$ cat src/rtl/register_file_controller_if.sv
// register_file_controller_if
//   Bundles the instruction handshake and the 4x32 register-file port signals
//   between the execute/write-back controller and its environment.
//   master : the controller (accepts instructions, drives register-file ports)
//   slave  : the instruction source / register file side
//   Signals:
//     instruction_valid/ready, opcode[2:0], destination_register[1:0],
//     source_register_0/1[1:0], immediate[15:0]        instruction handshake
//     read_register_port_0/1[1:0], read_data_port_0/1   register-file reads
//     write_register[1:0], write_data[31:0], write_enable register-file write
//     zero_flag, retired_count[15:0]                    status
interface register_file_controller_if;
    logic        instruction_valid;
    logic        instruction_ready;
    logic [2:0]  opcode;
    logic [1:0]  destination_register;
    logic [1:0]  source_register_0;
    logic [1:0]  source_register_1;
    logic [15:0] immediate;
    logic [1:0]  read_register_port_0;
    logic [1:0]  read_register_port_1;
    logic [31:0] read_data_port_0;
    logic [31:0] read_data_port_1;
    logic [1:0]  write_register;
    logic [31:0] write_data;
    logic        write_enable;
    logic        zero_flag;
    logic [15:0] retired_count;

    modport master (
        input  instruction_valid, opcode, destination_register,
               source_register_0, source_register_1, immediate,
               read_data_port_0, read_data_port_1,
        output instruction_ready, read_register_port_0, read_register_port_1,
               write_register, write_data, write_enable,
               zero_flag, retired_count
    );

    modport slave (
        output instruction_valid, opcode, destination_register,
               source_register_0, source_register_1, immediate,
               read_data_port_0, read_data_port_1,
        input  instruction_ready, read_register_port_0, read_register_port_1,
               write_register, write_data, write_enable,
               zero_flag, retired_count
    );
endinterface

$ cat src/rtl/register_file_controller.sv
// register_file_controller
//   Sequential execute/write-back controller in front of a 4x32 register file.
//   One instruction at a time: accept -> read operands -> execute (1 cycle, or
//   32-cycle shift-add MUL) -> setup/strobe/hold write sequence -> idle.
//   Ports:
//     clk_i  rising-edge clock
//     rst_i  asynchronous active-high reset
//     bus    register_file_controller_if.master (handshake + register-file ports)
module register_file_controller (
    input  logic                        clk_i,
    input  logic                        rst_i,
    register_file_controller_if.master  bus
);

    typedef enum logic [2:0] {
        S_IDLE,
        S_OPERAND,
        S_EXECUTE,
        S_SETUP,
        S_WRITE,
        S_HOLD
    } state_e;

    typedef enum logic [2:0] {
        OP_ADD = 3'b000,
        OP_SUB = 3'b001,
        OP_AND = 3'b010,
        OP_OR  = 3'b011,
        OP_XOR = 3'b100,
        OP_SLT = 3'b101,
        OP_MUL = 3'b110,
        OP_LDI = 3'b111
    } opcode_e;

    state_e      state_q, state_d;
    opcode_e     opcode_q;
    logic [1:0]  dest_q;
    logic [1:0]  src0_q;
    logic [1:0]  src1_q;
    logic [15:0] imm_q;
    // Operand A/B; during MUL they double as shifting multiplicand/multiplier.
    logic [31:0] op_a_q;
    logic [31:0] op_b_q;
    logic [31:0] acc_q;
    logic [4:0]  mul_cnt_q;
    logic [1:0]  wr_reg_q;
    logic [31:0] wr_data_q;
    logic        wr_en_q;
    logic        zero_q;
    logic [15:0] retired_q;

    logic        accept;
    logic        exec_done;
    logic [31:0] alu_result;
    logic [31:0] mul_acc_next;

    assign bus.instruction_ready    = (state_q == S_IDLE) & ~rst_i;
    assign accept                   = bus.instruction_valid & bus.instruction_ready;
    assign bus.read_register_port_0 = src0_q;
    assign bus.read_register_port_1 = src1_q;
    assign bus.write_register       = wr_reg_q;
    assign bus.write_data           = wr_data_q;
    assign bus.write_enable         = wr_en_q;
    assign bus.zero_flag            = zero_q;
    assign bus.retired_count        = retired_q;

    assign mul_acc_next = acc_q + (op_b_q[0] ? op_a_q : '0);
    assign exec_done    = (opcode_q != OP_MUL) || (mul_cnt_q == 5'd31);

    always_comb begin
        alu_result = '0;
        case (opcode_q)
            OP_ADD:  alu_result = op_a_q + op_b_q;
            OP_SUB:  alu_result = op_a_q - op_b_q;
            OP_AND:  alu_result = op_a_q & op_b_q;
            OP_OR:   alu_result = op_a_q | op_b_q;
            OP_XOR:  alu_result = op_a_q ^ op_b_q;
            OP_SLT:  alu_result = {31'd0, ($signed(op_a_q) < $signed(op_b_q))};
            OP_LDI:  alu_result = {16'd0, imm_q};
            default: alu_result = '0;
        endcase
    end

    always_comb begin
        state_d = state_q;
        case (state_q)
            S_IDLE:    if (accept) state_d = S_OPERAND;
            S_OPERAND: state_d = S_EXECUTE;
            S_EXECUTE: if (exec_done) state_d = S_SETUP;
            S_SETUP:   state_d = S_WRITE;
            S_WRITE:   state_d = S_HOLD;
            S_HOLD:    state_d = S_IDLE;
            default:   state_d = S_IDLE;
        endcase
    end

    always_ff @(posedge clk_i or posedge rst_i) begin
        if (rst_i) begin
            state_q <= S_IDLE;
            wr_en_q <= 1'b0;
        end else begin
            state_q <= state_d;
            // Registered strobe: high exactly while the state register holds WRITE.
            wr_en_q <= (state_d == S_WRITE);
        end
    end

    always_ff @(posedge clk_i or posedge rst_i) begin
        if (rst_i) begin
            opcode_q  <= OP_ADD;
            dest_q    <= '0;
            src0_q    <= '0;
            src1_q    <= '0;
            imm_q     <= '0;
            op_a_q    <= '0;
            op_b_q    <= '0;
            acc_q     <= '0;
            mul_cnt_q <= '0;
            wr_reg_q  <= '0;
            wr_data_q <= '0;
            zero_q    <= 1'b0;
            retired_q <= '0;
        end else begin
            case (state_q)
                S_IDLE: begin
                    if (accept) begin
                        opcode_q <= opcode_e'(bus.opcode);
                        dest_q   <= bus.destination_register;
                        src0_q   <= bus.source_register_0;
                        src1_q   <= bus.source_register_1;
                        imm_q    <= bus.immediate;
                    end
                end
                S_OPERAND: begin
                    op_a_q    <= bus.read_data_port_0;
                    op_b_q    <= bus.read_data_port_1;
                    acc_q     <= '0;
                    mul_cnt_q <= '0;
                end
                S_EXECUTE: begin
                    if (opcode_q == OP_MUL) begin
                        acc_q     <= mul_acc_next;
                        op_a_q    <= op_a_q << 1;
                        op_b_q    <= op_b_q >> 1;
                        mul_cnt_q <= mul_cnt_q + 5'd1;
                        if (exec_done) begin
                            wr_reg_q  <= dest_q;
                            wr_data_q <= mul_acc_next;
                        end
                    end else begin
                        wr_reg_q  <= dest_q;
                        wr_data_q <= alu_result;
                    end
                end
                S_WRITE: begin
                    zero_q    <= (wr_data_q == '0);
                    retired_q <= retired_q + 16'd1;
                end
                default: ;
            endcase
        end
    end

endmodule

$ cat src/flat_wrapper.sv
// flat-port wrapper written by rule: the top's interface ports become plain ports
module register_file_controller_flat 
  (clk_i, rst_i, bus_instruction_valid, bus_opcode, bus_destination_register, bus_source_register_0, bus_source_register_1, bus_immediate, bus_read_data_port_0, bus_read_data_port_1, bus_instruction_ready, bus_read_register_port_0, bus_read_register_port_1, bus_write_register, bus_write_data, bus_write_enable, bus_zero_flag, bus_retired_count);
  register_file_controller_if bus_i ();
  input  logic clk_i;
  input  logic rst_i;
  input wire logic [$bits(bus_i.instruction_valid)-1:0] bus_instruction_valid;
  input wire logic [$bits(bus_i.opcode)-1:0] bus_opcode;
  input wire logic [$bits(bus_i.destination_register)-1:0] bus_destination_register;
  input wire logic [$bits(bus_i.source_register_0)-1:0] bus_source_register_0;
  input wire logic [$bits(bus_i.source_register_1)-1:0] bus_source_register_1;
  input wire logic [$bits(bus_i.immediate)-1:0] bus_immediate;
  input wire logic [$bits(bus_i.read_data_port_0)-1:0] bus_read_data_port_0;
  input wire logic [$bits(bus_i.read_data_port_1)-1:0] bus_read_data_port_1;
  output wire logic [$bits(bus_i.instruction_ready)-1:0] bus_instruction_ready;
  output wire logic [$bits(bus_i.read_register_port_0)-1:0] bus_read_register_port_0;
  output wire logic [$bits(bus_i.read_register_port_1)-1:0] bus_read_register_port_1;
  output wire logic [$bits(bus_i.write_register)-1:0] bus_write_register;
  output wire logic [$bits(bus_i.write_data)-1:0] bus_write_data;
  output wire logic [$bits(bus_i.write_enable)-1:0] bus_write_enable;
  output wire logic [$bits(bus_i.zero_flag)-1:0] bus_zero_flag;
  output wire logic [$bits(bus_i.retired_count)-1:0] bus_retired_count;
  assign bus_i.instruction_valid = bus_instruction_valid;
  assign bus_i.opcode = bus_opcode;
  assign bus_i.destination_register = bus_destination_register;
  assign bus_i.source_register_0 = bus_source_register_0;
  assign bus_i.source_register_1 = bus_source_register_1;
  assign bus_i.immediate = bus_immediate;
  assign bus_i.read_data_port_0 = bus_read_data_port_0;
  assign bus_i.read_data_port_1 = bus_read_data_port_1;
  assign bus_instruction_ready = bus_i.instruction_ready;
  assign bus_read_register_port_0 = bus_i.read_register_port_0;
  assign bus_read_register_port_1 = bus_i.read_register_port_1;
  assign bus_write_register = bus_i.write_register;
  assign bus_write_data = bus_i.write_data;
  assign bus_write_enable = bus_i.write_enable;
  assign bus_zero_flag = bus_i.zero_flag;
  assign bus_retired_count = bus_i.retired_count;
  register_file_controller u_core (.clk_i(clk_i), .rst_i(rst_i), .bus(bus_i));
endmodule
$ cat config.mk
export PLATFORM = sky130hd
export DESIGN_NAME = register_file_controller_flat
export DESIGN_NICKNAME = d
export VERILOG_FILES = /design/src/rtl/register_file_controller_if.sv /design/src/rtl/register_file_controller.sv /design/src/flat_wrapper.sv
export SDC_FILE = /design/constraint.sdc
export NUM_CORES = 1
export LEC_CHECK = 0
export ABC_AREA = 1
export CAP_MARGIN = 20
export CORE_MARGIN = 2
export CORE_UTILIZATION = 64
export DETAILED_ROUTE_END_ITERATION = 8
export HOLD_SLACK_MARGIN = 0.12
export PLACE_DENSITY = 0.84
export SYNTH_ARGS = -nofsm -noshare
export SYNTH_HDL_FRONTEND = slang
export SYNTH_SLANG_ARGS = --single-unit
$ cat constraint.sdc
create_clock -name clk_i -period 16.5 [get_ports clk_i]
set_input_delay 2.475 -clock clk_i [delete_from_list [all_inputs] [get_ports clk_i]]
set_output_delay 2.475 -clock clk_i [all_outputs]
set_load 0.05 [all_outputs]
==> flow_metrics.py, run 1 <==
metrics = {
    "critical_path": {
        "crit_path_max_incr_delay_ps": 880,
        "endpoint_kind": "output port",
        "crit_path_start_kind": "input pin",
        "cpMostUsedCell": "clkdlybuf4s50_1",
        "crit_slowest_cell": "clkdlybuf4s50_1",
        "crit_arrival_ps": 4170,
        "rr_worst_depth": 12,
        "crit_type": "input pin to output port",
        "path_buf_inv": 2,
        "worst-path-stages": 3,
        "crit_required_ps": 14030,
        "cp_max_fo": 2,
        "crit_chain": "clkdlybuf4s50_1 > nor4_1 > clkdlybuf4s50_1",
        "cp_top_family": "buffers and inverters",
    },
    "synthesis": {
        "yosysTopAreaCell": "dfrtp_1",
        "synth_edf_count": 0,
        "synth-compound-area-share_pct": 15.51,
        "ys_warn_count": 0,
        "netlist_top_cells_area": "dfrtp_1 (28%), nand2_1 (17%), ha_1 (11%)",
        "synthXorXnorAreaFrac_pct": 1.616,
        "muxShareOfSynthArea_pct": 1.524,
        "ys_async_sr_fraction_pct": 100.0,
        "synth_flop_cell": "dfrtp_1",
        "ys_seq_area_share_pct": 27.86,
        "synth_top_family_by_area": "simple AND/OR/NAND/NOR gates",
        "postSynthAreaPerCell_um2": 6.522,
        "yosysUniqueCellTypes": 43,
        "synth_cells": 2493,
        "synth_simple_gate_area_share_pct": 30.07,
        "ys_ff_latch": 181,
        "yosysTopAreaCellShare_pct": 27.86,
        "syn_nets": 2735,
        "syn_area_mm2": 0.01626,
        "synth_fa_ha_area_share_pct": 11.68,
    },
    "floorplan": {
        "io_pins": 149,
        "die_area_mm2": 0.02670,
        "core-area_mm2": 0.02504,
        "die_w_um": 163.4,
        "rows": 58,
        "die_y_um": 163.4,
        "start_util_pct": 64.94,
    },
    "drt": {
        "wl_per_cell_um": 19.48,
        "drt_pass1_iterations": 9,
        "drc_errors": 0,
        "ant_nets": 0,
        "highest_layer": "met4",
        "drt-total-wl_mm": 56.94,
        "wl_met2_mm": 25.63,
        "via_per_inst": 6.079,
        "met1_length_mm": 21.70,
        "dr_wl_met3_mm": 6.631,
        "vias": 17760,
        "drt-initial-drc-count": 2094,
    },
    "placement": {
        "dp_hpwl_mm": 43.66,
        "place_congestion": 1.021,
        "io_buffer_count": 148,
        "dpl_worst_slack_ps": 9844,
    },
    "sta": {
        "fin_ws_ps": 9858,
        "rsz0062_at_grt": "false",
        "fin_skew_ps": 11.43,
        "period_share_pct": 40.26,
        "tns_ps": 0,
        "finalHoldViolCount": 0,
        "slew_violations": 0,
        "fmax_mhz": 150.6,
        "finalSetupViolations": 0,
        "post-route-min-period_ps": 6642,
        "relSlewSlack_pct": 24.12,
        "tightest_slew_ps": 1131,
    },
    "global_routing": {
        "grt_pass1_wl_mm": 87.86,
        "grt_max_degree": 106,
        "antenna_found_initial": 1,
        "gr-total-overflow": 0,
        "grt_pass1_vias": 16790,
        "grt_usage_pct": 42.37,
    },
    "cts": {
        "numCtsBuffers": 17,
        "clock-root-buffer": "clkbuf_16",
        "clk_path_buf_depth": 2,
        "hold_buffers": 0,
        "clkLatencyLatePin_ps": 450,
        "clkSinkCount": 181,
        "cts_resized": 0,
        "path_clk_slew_ps": 70,
        "cts_tree": "yes",
        "cts_setup_buffers": 0,
        "htreeDepth": 4,
    },
    "final_layout": {
        "drive_gt1_share_pct": 3.126,
        "fin_nets": 2821,
        "syn_to_final_growth_pct": 13.57,
        "n_fill_cell": 2061,
    },
    "run": {
        "maxCapViolCount": 0,
    },
    "power_and_ir_drop": {
        "max-vdd-ir-drop_v": 0.0001655,
        "pwr_density_cell_mw_per_mm2": 230.0,
        "p_leak_uw": 0.009685,
    },
    "hold_path": {
        "holdCritPathClass": "flip-flop to flip-flop",
        "hold_depth": 2,
    },
    "outcome": {
        "status": "completed",
    },
}
[report_power, final]
group | internal [µW] | switching, µW | total, µW
Sequential | 624 | 173 | 797
Clock | 219 | 223 | 443
Combinational | 868 | 2140 | 3010
[per-layer routing]
layer | global-route usage (%) | vias to the layer above
li1 | - | 8227
met2 | 69.16 | 1148
met3 | 9.421 | 233
met1 | 53.49 | 8154
met4 | 19.67 | 0
met5 | 0 | -
[synthesized netlist by cell type (2+ instances only)]
| cell type | instances |
|---|---|
| a211oi_1 | 14 |
| a21o_1 | 11 |
| a21oi_1 | 116 |
| a221oi_1 | 9 |
| a22o_1 | 8 |
| and3_1 | 3 |
| buf_2 | 10 |
| buf_6 | 4 |
| clkbuf_1 | 76 |
| dfrtp_1 | 181 |
| fa_1 | 3 |
| ha_1 | 147 |
| inv_1 | 395 |
| inv_2 | 8 |
| mux2_2 | 22 |
| nand2_1 | 747 |
| nand3_1 | 206 |
| nand4_1 | 23 |
| nor2_1 | 164 |
| nor2_2 | 2 |
| nor2_4 | 2 |
| nor3_1 | 24 |
| nor4_1 | 13 |
| o2111ai_1 | 3 |
| o211ai_1 | 64 |
| o21ai_0 | 148 |
| o21ai_1 | 13 |
| o21bai_1 | 13 |
| o221ai_1 | 8 |
| o22ai_1 | 15 |
| xnor2_1 | 11 |
| xor2_1 | 19 |
[state kept, by name (all words and copies together), names as in the netlist, 3 cells and up]
register                  flops
u_core.mul_cnt_q              5
u_core.bus.retired_count     16
u_core.state_q                3
u_core.acc_q                 32
u_core.op_b_q                32
u_core.opcode_q               3
u_core.imm_q                 16
u_core.bus.write_data        32
u_core.op_a_q                32
[final cells by class]
cell class / count / area [µm²] / share of cell area [%]
repair buffers: 159 / 1564 / 8.469
well taps: 330 / 412.9 / 2.236
flip-flops and latches: 181 / 4529 / 24.53
clock buffers: 17 / 425.4 / 2.304
inverters: 404 / 1521 / 8.239
multi-input cells: 1816 / 9827 / 53.21
clock inverters: 14 / 183.9 / 0.9960
diodes: 1 / 2.502 / 0.01355
[worst register-to-register path, delay by kind of cell (launching register included)]
kind / cells / cell delay (ps)
compound gates: 2 / 510
buf+inv: 6 / 2170
simple gates: 4 / 1180
flops: 1 / 460
[kinds of logic after synthesis]
logic type | after synthesis
AO/OA/AOI/OAI | 426
XOR/XNOR | 30
adder cells (fa/ha/maj) | 150
buffers and inverters | 496
flip-flops | 181
multiplexers | 22
AND/OR/NAND/NOR | 1188
[path summary, 6_finish.rpt]
kind | endpoint | startpoint | slack (ps)
min in group asynchronous | u_core.bus.write_enable$_DFF_PP0_ | rst_i | 2620
worst max-delay path | bus_instruction_ready | rst_i | 9860
worst min register to register | u_core.bus.write_register[0]$_DFFE_PP0P_ | u_core.dest_q[0]$_DFFE_PP0P_ | 490
worst max register to register | u_core.op_b_q[23]$_DFFE_PP0P_ | u_core.opcode_q[1]$_DFFE_PP0P_ | 12080
max in group asynchronous | u_core.op_b_q[25]$_DFFE_PP0P_ | rst_i | 12340
worst min-delay path | u_core.bus.write_register[0]$_DFFE_PP0P_ | u_core.dest_q[0]$_DFFE_PP0P_ | 490
[placed cells by master (no fill, tap or decap), drive strengths merged, types with 14 or more instances in the layout]
cell	count
a211oi	14
a21oi	116
clkbuf	17
clkdlybuf4s50	148
dfrtp	181
ha	147
inv	409
mux2	22
nand2	748
nand3	207
nand4	23
nor2	168
nor3	25
o211ai	64
o21ai	162
o22ai	15
xor2	19
[per-stage QoR]
| stage | area (µm²) | total power, µW | utilization (%) | hold WS (ps) | cells |
|---|---|---|---|---|---|
| after floorplan | 16260 | 2789 | - | 436.4 | 2493 |
| after global placement | 17850 | 3578 | 71.31 | 452.2 | 2890 |
| after detailed placement | 17850 | 3677 | 71.31 | 465.6 | 2890 |
| after global routing | 18460 | 4537 | 73.75 | 503.6 | 2921 |
| after CTS | 18460 | 4127 | 73.75 | 482.4 | 2921 |
| final | 18470 | 4246 | 73.76 | 487.1 | 2922 |
Power figures use the tool's default switching activity.
==> run 2, diff against run 1 <==
Settings changed: CORE_UTILIZATION 64 to 60, PLACE_DENSITY 0.84 to 0.79.
Clock period 16.5 ns to 6.6 ns, I/O delays scaled along.
==> run 2 against run 1 <==
Effect of this change:
- routed wire length increased by 0.58%
- largest power group unchanged
- sequential share of layout area down 0.076 points
- critical endpoint unchanged
- cell count up 0.51%
- non-clock buffer count up 3
- critical path type unchanged
==> flow_metrics.py, run 2 (same netlist as run 1, synthesis figures left out) <==
metrics = {
    "cts": {
        "clock-root-buffer": "clkbuf_16",
        "numCtsBuffers": 17,
        "hold_buffers": 0,
        "clkSinkCount": 181,
        "cts_setup_buffers": 0,
        "clk_path_buf_depth": 2,
        "cts_tree": "yes",
        "cts_resized": 0,
        "clkLatencyLatePin_ps": 460,
        "path_clk_slew_ps": 80,
        "htreeDepth": 4,
    },
    "global_routing": {
        "use_met2_pct": 65.70,
        "gr-total-overflow": 0,
        "grt_usage_pct": 40.05,
        "antenna_found_initial": 1,
        "grt_max_degree": 129,
        "grt_pass1_wl_mm": 88.64,
        "grt_busiest_layer": "met2",
        "grt.met3_usage_pct": 7.365,
        "grt_pass1_vias": 16480,
        "met1_usage_pct": 53.04,
    },
    "critical_path": {
        "crit_type": "input pin to output port",
        "crit_arrival_ps": 2660,
        "crit_chain": "clkdlybuf4s50_1 > nor4_1 > clkdlybuf4s50_1",
        "regToRegSetupSlack_ps": 3050,
        "crit_path_start_kind": "input pin",
        "crit_path_max_incr_delay_ps": 870,
        "endpoint_kind": "output port",
        "timing.rr.start": "u_core.op_b_q[0]$_DFFE_PP0P_",
        "rr_worst_depth": 13,
        "crit_required_ps": 5610,
        "rr_endpoint": "u_core.bus.write_data[21]$_DFFE_PP0P_",
        "cp_top_family": "buffers and inverters",
        "crit_slowest_cell": "clkdlybuf4s50_1",
        "cp_max_fo": 2,
        "cpMostUsedCell": "clkdlybuf4s50_1",
        "path_buf_inv": 2,
    },
    "final_layout": {
        "drive_gt1_share_pct": 3.237,
        "fin_cells": 2937,
        "n_fill_cell": 2304,
        "layout_common_cells": "nand2_1 (747), inv_1 (394), nand3_1 (206)",
        "stdcell_area_mm2": 0.01852,
        "fin_nets": 2824,
        "fin_util_pct": 69.12,
        "seqCellArea_mm2": 0.004529,
        "syn_to_final_growth_pct": 13.93,
        "layout_commonest_cell": "nand2_1",
        "multi_input_area_mm2": 0.009827,
    },
    "sta": {
        "finalSetupViolations": 0,
        "tns_ps": 0,
        "relSlewSlack_pct": 26.88,
        "finalHoldViolCount": 0,
        "fin_skew_ps": 15.98,
        "period_share_pct": 55.25,
        "fmax_mhz": 274.2,
        "slew_violations": 0,
        "tightest_slew_ps": 1097,
        "fin_hold_ws_ps": 491.8,
        "rsz0062_at_grt": "false",
        "post-route-min-period_ps": 3647,
    },
    "run": {
        "maxCapViolCount": 0,
    },
    "hold_path": {
        "holdCritPathClass": "flip-flop to flip-flop",
        "min_to": "u_core.acc_q[25]$_DFFE_PP0P_",
        "hold_depth": 1,
        "hp-start": "u_core.acc_q[25]$_DFFE_PP0P_",
    },
    "placement": {
        "io_buffer_count": 148,
        "place_area_mm2": 0.01788,
        "place_congestion": 1.040,
        "dp.cells": 2902,
        "dp_hpwl_mm": 44.30,
    },
    "drt": {
        "drt-total-wl_mm": 57.27,
        "ant_nets": 0,
        "drt_pass1_iterations": 9,
        "vias": 17550,
        "via_per_inst": 5.975,
        "drt-initial-drc-count": 2124,
        "wl_per_cell_um": 19.50,
        "drc_errors": 0,
    },
    "outcome": {
        "status": "completed",
    },
    "floorplan": {
        "start_util_pct": 60.67,
        "core-area_mm2": 0.02680,
        "die_area_mm2": 0.02843,
        "rows": 60,
        "die_w_um": 168.6,
        "die_y_um": 168.6,
        "io_pins": 149,
    },
    "power_and_ir_drop": {
        "p_leak_uw": 0.009708,
        "max-vdd-ir-drop_v": 0.0003064,
        "pwr_density_cell_mw_per_mm2": 575.1,
    },
}
## run 2: cell types whose count changed in the layout (fill, tap and decap cells not counted), sizes merged
cell / before / now
buf: 11 / 14
clkbuf: 17 / 18
clkinv: 8 / 7
inv: 409 / 410
## run 2: metrics by stage
stage / setup WS (ps) / power, µW
after floorplan: 694.7 / 6973
after global placement: 2974 / 9079
after detailed placement: 2928 / 9250
after CTS: 2928 / 10340
after global routing: 2830 / 11360
final: 2953 / 10650
## run 2: worst max-delay path by stage
stage                                 startpoint                               endpoint  slack, ps  cells past startpoint
floorplan                                  rst_i            u_core.acc_q[0]$_DFFE_PP0P_        690                      1
global placement                           rst_i                  bus_instruction_ready       2970                      3
detailed placement                         rst_i                  bus_instruction_ready       2930                      3
CTS                                        rst_i                  bus_instruction_ready       2930                      3
global route        u_core.op_b_q[0]$_DFFE_PP0P_  u_core.bus.write_data[21]$_DFFE_PP0P_       2830                     13
finish                                     rst_i                  bus_instruction_ready       2950                      3
## run 2: final cells by class
type	count	share of cell area, %
well taps	341	2.303
clock inverters	14	0.8713
multi-input cells	1816	53.05
flip-flops and latches	181	24.45
clock buffers	18	2.317
inverters	404	8.213
diodes	1	0.01351
repair buffers	162	8.781
## run 2: metal layers
metal | vias to the layer above | share of wire, %
met5 | - | 0
met4 | 0 | 3.9
met3 | 167 | 10
met2 | 950 | 45
met1 | 8187 | 40
li1 | 8245 | -
## run 2: power breakdown
group	total, µW	switching [µW]	leakage [µW]	internal [µW]
Combinational	7490	5310	0.00710	2190
Sequential	2090	529	0.00231	1560
Clock	1070	530	0.000291	540
Total	10700	6370	0.00971	4290
## run 2: worst register-to-register path: cells and delay by family (launching register included)
family	cells	cell delay, ps
flip-flops	1	1070
AND/OR/NAND/NOR	8	820
AO/OA/AOI/OAI	2	780
adder cells (fa/ha/maj)	2	710
buffers and inverters	1	50
